[config.mk]
export PLATFORM = sky130hd
export DESIGN_NAME = sysmem_arbiter
export DESIGN_NICKNAME = d
export VERILOG_FILES = /design/src/rtl/sysmem_arbiter.sv
export SDC_FILE = /design/constraint.sdc
export NUM_CORES = 1
export LEC_CHECK = 0
export ABC_CLOCK_PERIOD_IN_PS = 7600
export CAP_MARGIN = 5
export CORE_UTILIZATION = 43
export CTS_CLUSTER_DIAMETER = 50
export CTS_CLUSTER_SIZE = 24
export DETAILED_ROUTE_END_ITERATION = 16
export GPL_ROUTABILITY_DRIVEN = 0
export PLACE_DENSITY = 0.87
export SLEW_MARGIN = 5
export SYNTH_ARGS = -nofsm -noshare
export SYNTH_HDL_FRONTEND = slang
export SYNTH_SLANG_ARGS = --single-unit
[constraint.sdc]
create_clock -name clk -period 7.6 [get_ports clk]
set_clock_uncertainty 0.15 [all_clocks]
set_input_delay 1.52 -clock clk [delete_from_list [all_inputs] [get_ports clk]]
set_output_delay 1.52 -clock clk [all_outputs]
set_load 0.05 [all_outputs]
[src/rtl/sysmem_arbiter.sv]
// sysmem_arbiter: shares four 1024x8 byte-lane BRAMs between the picorv32
// native memory port and a byte-wide host/loader port. Every access runs
// through IDLE -> ACCESS -> CAPTURE -> DONE. Round-robin arbitration is used
// when both requesters are active.
// Optional feature: define SYSMEM_WRITE_PROTECT_EN to add cpu_wr_fault. With
// the feature enabled, CPU writes to words below PROT_WORDS are blocked.
module sysmem_arbiter #(
  parameter int ADDR_W     = 10,
  parameter int PROT_WORDS = 128
) (
  input  logic              clk,
  input  logic              rst,
  input  logic              cpu_valid,
  input  logic [31:0]       cpu_addr,
  input  logic [31:0]       cpu_wdata,
  input  logic [3:0]        cpu_wstrb,
  output logic              cpu_ready,
  output logic [31:0]       cpu_rdata,
  input  logic              host_req,
  input  logic              host_we,
  input  logic [ADDR_W+1:0] host_addr,
  input  logic [7:0]        host_wdata,
  output logic              host_ack,
  output logic [7:0]        host_rdata,
`ifdef SYSMEM_WRITE_PROTECT_EN
  output logic              cpu_wr_fault,
`endif
  output logic [ADDR_W-1:0] mem_addr,
  output logic              mem_ce,
  output logic [3:0]        mem_we,
  output logic [31:0]       mem_di,
  input  logic [31:0]       mem_do
);

  typedef enum logic [1:0] {IDLE, ACCESS, CAPTURE, DONE} state_t;

  localparam logic [ADDR_W:0] LP_PROT = (ADDR_W+1)'(PROT_WORDS);

  state_t             r_state;
  state_t             w_state_nxt;
  logic               w_grant_cpu;
  logic               w_grant_host;
  logic               w_prot_hit;
  logic               w_unused;
  logic [7:0]         w_lane_byte;

  logic               r_last_host;   // 1 = host was granted most recently
  logic               r_sel_host;    // owner of the access in flight
  logic               r_is_read;     // only reads update the rdata registers
  logic [1:0]         r_lane;        // host byte lane for the read mux
  logic               r_prot;        // CPU write blocked by write protection
  logic [ADDR_W-1:0]  r_mem_addr;
  logic               r_mem_ce;
  logic [3:0]         r_mem_we;
  logic [31:0]        r_mem_di;
  logic               r_cpu_ready;
  logic [31:0]        r_cpu_rdata;
  logic               r_host_ack;
  logic [7:0]         r_host_rdata;
  logic               r_wr_fault;

  // CPU write aimed at the protected low region
  assign w_prot_hit  = (cpu_wstrb != 4'b0000) &&
                       ({1'b0, cpu_addr[ADDR_W+1:2]} < LP_PROT);
  assign w_lane_byte = mem_do[8*r_lane +: 8];
  // Upper CPU address bits alias by design; byte offset is unused for word access
  assign w_unused    = ^{cpu_addr[31:ADDR_W+2], cpu_addr[1:0], w_prot_hit, r_prot, r_wr_fault};

  assign mem_addr   = r_mem_addr;
  assign mem_ce     = r_mem_ce;
  assign mem_we     = r_mem_we;
  assign mem_di     = r_mem_di;
  assign cpu_ready  = r_cpu_ready;
  assign cpu_rdata  = r_cpu_rdata;
  assign host_ack   = r_host_ack;
  assign host_rdata = r_host_rdata;
`ifdef SYSMEM_WRITE_PROTECT_EN
  assign cpu_wr_fault = r_wr_fault;
`endif

  // State register
  always_ff @(posedge clk or posedge rst) begin
    if (rst) r_state <= IDLE;
    else     r_state <= w_state_nxt;
  end

  // Next-state and round-robin grant decision
  always_comb begin
    w_state_nxt  = r_state;
    w_grant_cpu  = 1'b0;
    w_grant_host = 1'b0;
    case (r_state)
      IDLE: begin
        if (cpu_valid && (!host_req || r_last_host)) begin
          w_grant_cpu = 1'b1;
          w_state_nxt = ACCESS;
        end else if (host_req) begin
          w_grant_host = 1'b1;
          w_state_nxt  = ACCESS;
        end
      end
      ACCESS:  w_state_nxt = CAPTURE;
      CAPTURE: w_state_nxt = DONE;
      DONE:    w_state_nxt = IDLE;
      default: w_state_nxt = IDLE;
    endcase
  end

  // Registered lane pins, read capture and completion pulses
  always_ff @(posedge clk or posedge rst) begin
    if (rst) begin
      r_last_host  <= 1'b1;
      r_sel_host   <= 1'b0;
      r_is_read    <= 1'b0;
      r_lane       <= 2'd0;
      r_prot       <= 1'b0;
      r_mem_addr   <= '0;
      r_mem_ce     <= 1'b0;
      r_mem_we     <= 4'b0000;
      r_mem_di     <= 32'h0;
      r_cpu_ready  <= 1'b0;
      r_cpu_rdata  <= 32'h0;
      r_host_ack   <= 1'b0;
      r_host_rdata <= 8'h00;
      r_wr_fault   <= 1'b0;
    end else begin
      r_cpu_ready <= 1'b0;
      r_host_ack  <= 1'b0;
      r_wr_fault  <= 1'b0;
      case (r_state)
        IDLE: begin
          if (w_grant_cpu) begin
            r_last_host <= 1'b0;
            r_sel_host  <= 1'b0;
            r_is_read   <= (cpu_wstrb == 4'b0000);
            r_mem_addr  <= cpu_addr[ADDR_W+1:2];
            r_mem_di    <= cpu_wdata;
            r_mem_ce    <= 1'b1;
`ifdef SYSMEM_WRITE_PROTECT_EN
            r_prot      <= w_prot_hit;
            r_mem_we    <= w_prot_hit ? 4'b0000 : cpu_wstrb;
`else
            r_prot      <= 1'b0;
            r_mem_we    <= cpu_wstrb;
`endif
          end else if (w_grant_host) begin
            r_last_host <= 1'b1;
            r_sel_host  <= 1'b1;
            r_is_read   <= !host_we;
            r_lane      <= host_addr[1:0];
            r_prot      <= 1'b0;
            r_mem_addr  <= host_addr[ADDR_W+1:2];
            r_mem_di    <= {4{host_wdata}};
            r_mem_we    <= host_we ? (4'b0001 << host_addr[1:0]) : 4'b0000;
            r_mem_ce    <= 1'b1;
          end
        end
        ACCESS: begin
          r_mem_ce <= 1'b0;
          r_mem_we <= 4'b0000;
        end
        CAPTURE: begin
          if (r_sel_host) begin
            r_host_ack <= 1'b1;
            if (r_is_read) r_host_rdata <= w_lane_byte;
          end else begin
            r_cpu_ready <= 1'b1;
            r_wr_fault  <= r_prot;
            if (r_is_read) r_cpu_rdata <= mem_do;
          end
        end
        default: ;
      endcase
    end
  end

endmodule

---- Word-level counts from Yosys, hierarchy flattened ----
Index checks and enable logic that the tools add are counted.
W data, S select, Z words.
storage, ports and cells
  register bits ........................... 96
  input port bits ......................... 125
  word-level logic and storage cells ...... 61
operators by class
  equal/unequal tests ..................... 5
  shift operators ......................... 2
  multiplexer cells ....................... 26
  bitwise logic cells ..................... 2
  reduce and logical (&&, ||, !) cells .... 13
operators with widths
  kind                   count
  $mux W32               2
  $shiftx A32 B6 Y8      1
  $mux W10               2
  $mux W1                14
  $mux W4                3
  $reduce_and A3 Y1      3
  $pmux W2 S4            1
  $pmux W4 S2            1
  $ne A3 B3 Y1 const B   2
  $eq A2 B2 Y1 const B   2
  $logic_not A4 Y1       1
  $mux W2                2
  $reduce_and A2 Y1      2
  $reduce_bool A2 Y1     2
  $shl A1 B2 Y4 const A  1
  $eq A2 B1 Y1 const B   1
  $logic_not A1 Y1       2
  $logic_not A2 Y1       1
  $not A1 Y1             2
  $pmux W1 S2            1
  $logic_and A1 B1 Y1    1
  $logic_or A1 B1 Y1     1

---- Logic depth before layout (Yosys ltp) ----
  word-level depth ........................ 8
  gate-level depth with buffers ........... 7
  gate-level depth less buffers ........... 6

---- Least setup slack after synthesis ----
Ideal clock, no wire load.
  kind .................................... input-to-reg
  start ................................... input host_req
  end ..................................... register r_mem_addr[0], in the netlist mem_addr[0]
  setup time .............................. 0.127 ns
  data arrival time ....................... 2.274 ns
  setup slack ............................. 5.049 ns
  cell stages on the path ................. 5
  buffers on the path ..................... 1
  path through ............................ nand2_1 a21oi_2 buf_2 a222oi_1 inv_1
on the way
  word-level cells in the longest chain between the ends .. 7
  elaborated cells on any way between the ends .. 11
  classes of those cells .................. 6 x mux; 5 x reduce/logical
ends and longest elaborated chain
  what                          line  text
  start: declaration            19    input logic host_req,
  $logic_not A1 Y1              94    if (cpu_valid && (!host_req || r_last_host)) begin
  $logic_or A1 B1 Y1            94
  $logic_and A1 B1 Y1           94
  $mux W1                       94
  $mux W1                       92    case (r_state)
  $reduce_bool A2 Y1 (no line)  n/a
  $reduce_and A2 Y1 (no line)   n/a
  end signal: assignment        136   r_mem_addr <= cpu_addr[ADDR_W+1:2];
  end signal: assignment        152   r_mem_addr <= host_addr[ADDR_W+1:2];
  end: declaration              52    logic [ADDR_W-1:0] r_mem_addr;
Several ways; a longest one is shown, not always the timed one.
A chain may end at the register's enable or synchronous reset.

---- Worst setup path after layout ----
  start ................................... input host_req
  end ..................................... register r_lane[0]
on the way
  word-level cells in the longest chain between the ends .. 7
  elaborated cells on any way between the ends .. 10
  classes of those cells .................. 5 x mux; 1 x bitwise; 4 x reduce/logical
ends and longest elaborated chain
  what                           line  text
  $logic_not A1 Y1               94
  $logic_or A1 B1 Y1             94
  $logic_and A1 B1 Y1            94
  $mux W1                        94
  $mux W1                        92
  $not A1 Y1 (no line)           n/a
  $reduce_and A3 Y1 (no line) *  n/a
  end signal: assignment         150   r_lane <= host_addr[1:0];
  end: declaration               50    logic [1:0] r_lane;
Mark *: on every way between the ends. The rest lies on a longest branch, timed or not.

==> impl_metrics.tcl <==
set metrics [dict create \
    status "finished, final reports clean" \
    first_pass_iters 5 \
    finish.instance_area_um2 6290 \
    io_pins 214 \
    end_kind "flop" \
    cts_resized 0 \
    viasPerCell 5.34 \
    die_area_um2 9860 \
    final-setup-viol-count 0 \
    clkLatencyLatePin_ns 0.35 \
    multi_input_area_um2 1530 \
    maxSlewHeadroom 0.205 \
    fin_crit_sh 0.487 \
    hold_viol 0 \
    place_area_um2 6090 \
    pre_cts_slack_ns 3.50 \
    p_total_mw 3.15 \
    criticalPathCategory "in -> reg" \
    startpoint_type "input pin" \
    cp_slowest_cell "a21oi_2" \
    die_h_um 99.3 \
    synth_cell_type_count 30 \
    rows 35 \
    portBuffers 191 \
    post-route-min-period_ns 3.70 \
    root_buffer "clkbuf_8" \
    grt_start_max_net_pins 59 \
    wl_per_cell_um 17.9 \
    syn-cell-area_um2 4070 \
    hold_depth 2 \
    whs_ns 0.339 \
    grt_pass1_wl_mm 17.9 \
    hp-start "r_last_host" \
    start_util 0.443 \
    clock_sinks 96 \
    crit_required_ns 7.68 \
    fillers 693 \
    ctsHoldBuffers 0 \
    yosysWarnings 0 \
    ctsHtreeMaxLevel 3 \
    grt_usage 0.233 \
    cts-buffers-inserted 9 \
    reg2regPathDepth 5 \
    synth_area_per_cell_um2 12.8 \
    ir_worst_vdd_mv 0.241 \
    p_leak_nw 2.72 \
    post_cts_buffers 0 \
    arrival_ns 3.78 \
    yosysSeqAreaShare 0.591 \
    critPathMaxFanout 22 \
    nets 635 \
    layout_setup_ws_ns 3.90 \
    worstHoldEndpoint "r_last_host" \
    tightest_slew_ns 1.19 \
    layout_common_cells "clkdlybuf4s50_1 (191), dfrtp_1 (95), nand2_1 (48)" \
    layout_commonest_cell "clkdlybuf4s50_1" \
    maxSlewViolCount 0 \
    fmax_mhz 270 \
    die_w_um 99.3 \
    r2r-end "r_lane[0]" \
    regArea_um2 2400 \
    dp_hpwl_mm 8.31 \
    drc 0 \
    postRouteAntennaNets 0 \
    crit_chain "clkdlybuf4s50_1 -> nand2_1 -> a21oi_2 -> mux2_2" \
    drv_cap 0 \
    area_growth_pct 54.6 \
    rrSetupSlack_ns 4.87 \
    grt_pass1_vias 3528 \
    drt-initial-drc-count 139 \
    path_clk_slew_ns 0.09 \
    ys_seq_elements 96 \
    wirelength_mm 11.1 \
    antenna_found_initial 0 \
    hp-class "reg -> reg" \
    vias 3328 \
    max_stage_delay_ns 0.92 \
    r2r-start "r_state[0]" \
    diodes 0 \
    overflow 0 \
    drive_gt1_frac 0.150 \
    core_um2 9200 \
    syn-num-nets 446 \
    tns_ns 0 \
    cts_tree "built" \
    p_per_area_nw_per_um2 500 \
    cts.path.max_buffers 2 \
    rsz0062_at_grt "false" \
    synthCells 318 \
]
-- cells by family after synthesis --
logic type | count (synthesis) | synth area share
multiplexers | 67 | 0.202
AND/OR/NAND/NOR | 64 | 0.0679
buffers and inverters | 37 | 0.0387
AO/OA/AOI/OAI | 51 | 0.0913
flip-flops | 96 | 0.591
adder cells (fa/ha/maj) | 3 | 0.00922
-- how the worst max path moves through the flow --
stage / endpoint / cells past startpoint / from / slack [ns]
global route: mem_di[4] / 5 / host_req / 3.73
finish: r_lane[0] / 4 / host_req / 3.90
global placement: r_lane[0] / 4 / host_req / 3.62
CTS: r_lane[1] / 4 / host_req / 3.89
floorplan: cpu_rdata[0] / 1 / rst / 3.43
detailed placement: r_lane[1] / 4 / host_req / 3.50
-- routing by layer --
layer | up-vias | share of wire | track usage
met5 | - | 0 | 0
met4 | 0 | 0.029 | 0.0882
met3 | 22 | 0.070 | 0.0639
met2 | 151 | 0.51 | 0.411
met1 | 1642 | 0.39 | 0.270
li1 | 1513 | - | -
-- cell usage after synthesis, drive strengths merged --
master | count | area, µm²
dfrtp | 95 | 2380
nand2 | 48 | 180
mux2 | 42 | 473
o21ai | 21 | 109
inv | 20 | 75.1
mux2i | 17 | 170
a222oi | 15 | 150
a22oi | 12 | 90.1
buf | 9 | 52.6
clkbuf | 8 | 30.0
mux4 | 8 | 180
nand3 | 4 | 20.0
a21oi | 3 | 22.5
ha | 3 | 37.5
nor2 | 2 | 7.51
and2 | 1 | 6.26
and3 | 1 | 6.26
and3b | 1 | 8.76
dfstp | 1 | 26.3
nand3b | 1 | 7.51
nor2b | 1 | 6.26
nor3 | 1 | 5.00
nor3b | 1 | 7.51
nor4 | 1 | 6.26
or2 | 1 | 6.26
or3b | 1 | 8.76
-- sequential cells by signal, summed over array words and instances, names as in the netlist --
| register | flops |
|---|---|
| host_rdata | 8 |
| r_sel_host | 1 |
| mem_di | 32 |
| r_last_host | 1 |
| mem_addr | 10 |
| cpu_ready | 1 |
| r_lane | 2 |
| r_is_read | 1 |
| cpu_rdata | 32 |
| mem_ce | 1 |
| r_state | 2 |
| mem_we | 4 |
| host_ack | 1 |
-- power breakdown --
part	internal (mW)	switching, mW
combinational	0.691	1.20
clock	0.155	0.184
sequential	0.762	0.155
-- metrics by stage --
stage | instances | utilization
floorplan | 318 | -
global placement | 607 | 0.662
detailed placement | 607 | 0.662
CTS | 623 | 0.684
global route | 623 | 0.684
finish | 623 | 0.684
-- final cells by class --
type | instances | area share
flip-flops and latches | 96 | 0.382
repair buffers | 195 | 0.309
multi-input cells | 185 | 0.243
well taps | 111 | 0.0221
clock buffers | 9 | 0.0197
clock inverters | 7 | 0.0125
inverters | 20 | 0.0123
-- critical path: cells and delay by family --
kind	cells	cell delay [ns]
AND/OR/NAND/NOR	1	0.26
buffers and inverters	1	0.66
multiplexers	1	0.42
AO/OA/AOI/OAI	1	0.92
Note: power is estimated with default switching activity, not from simulation.
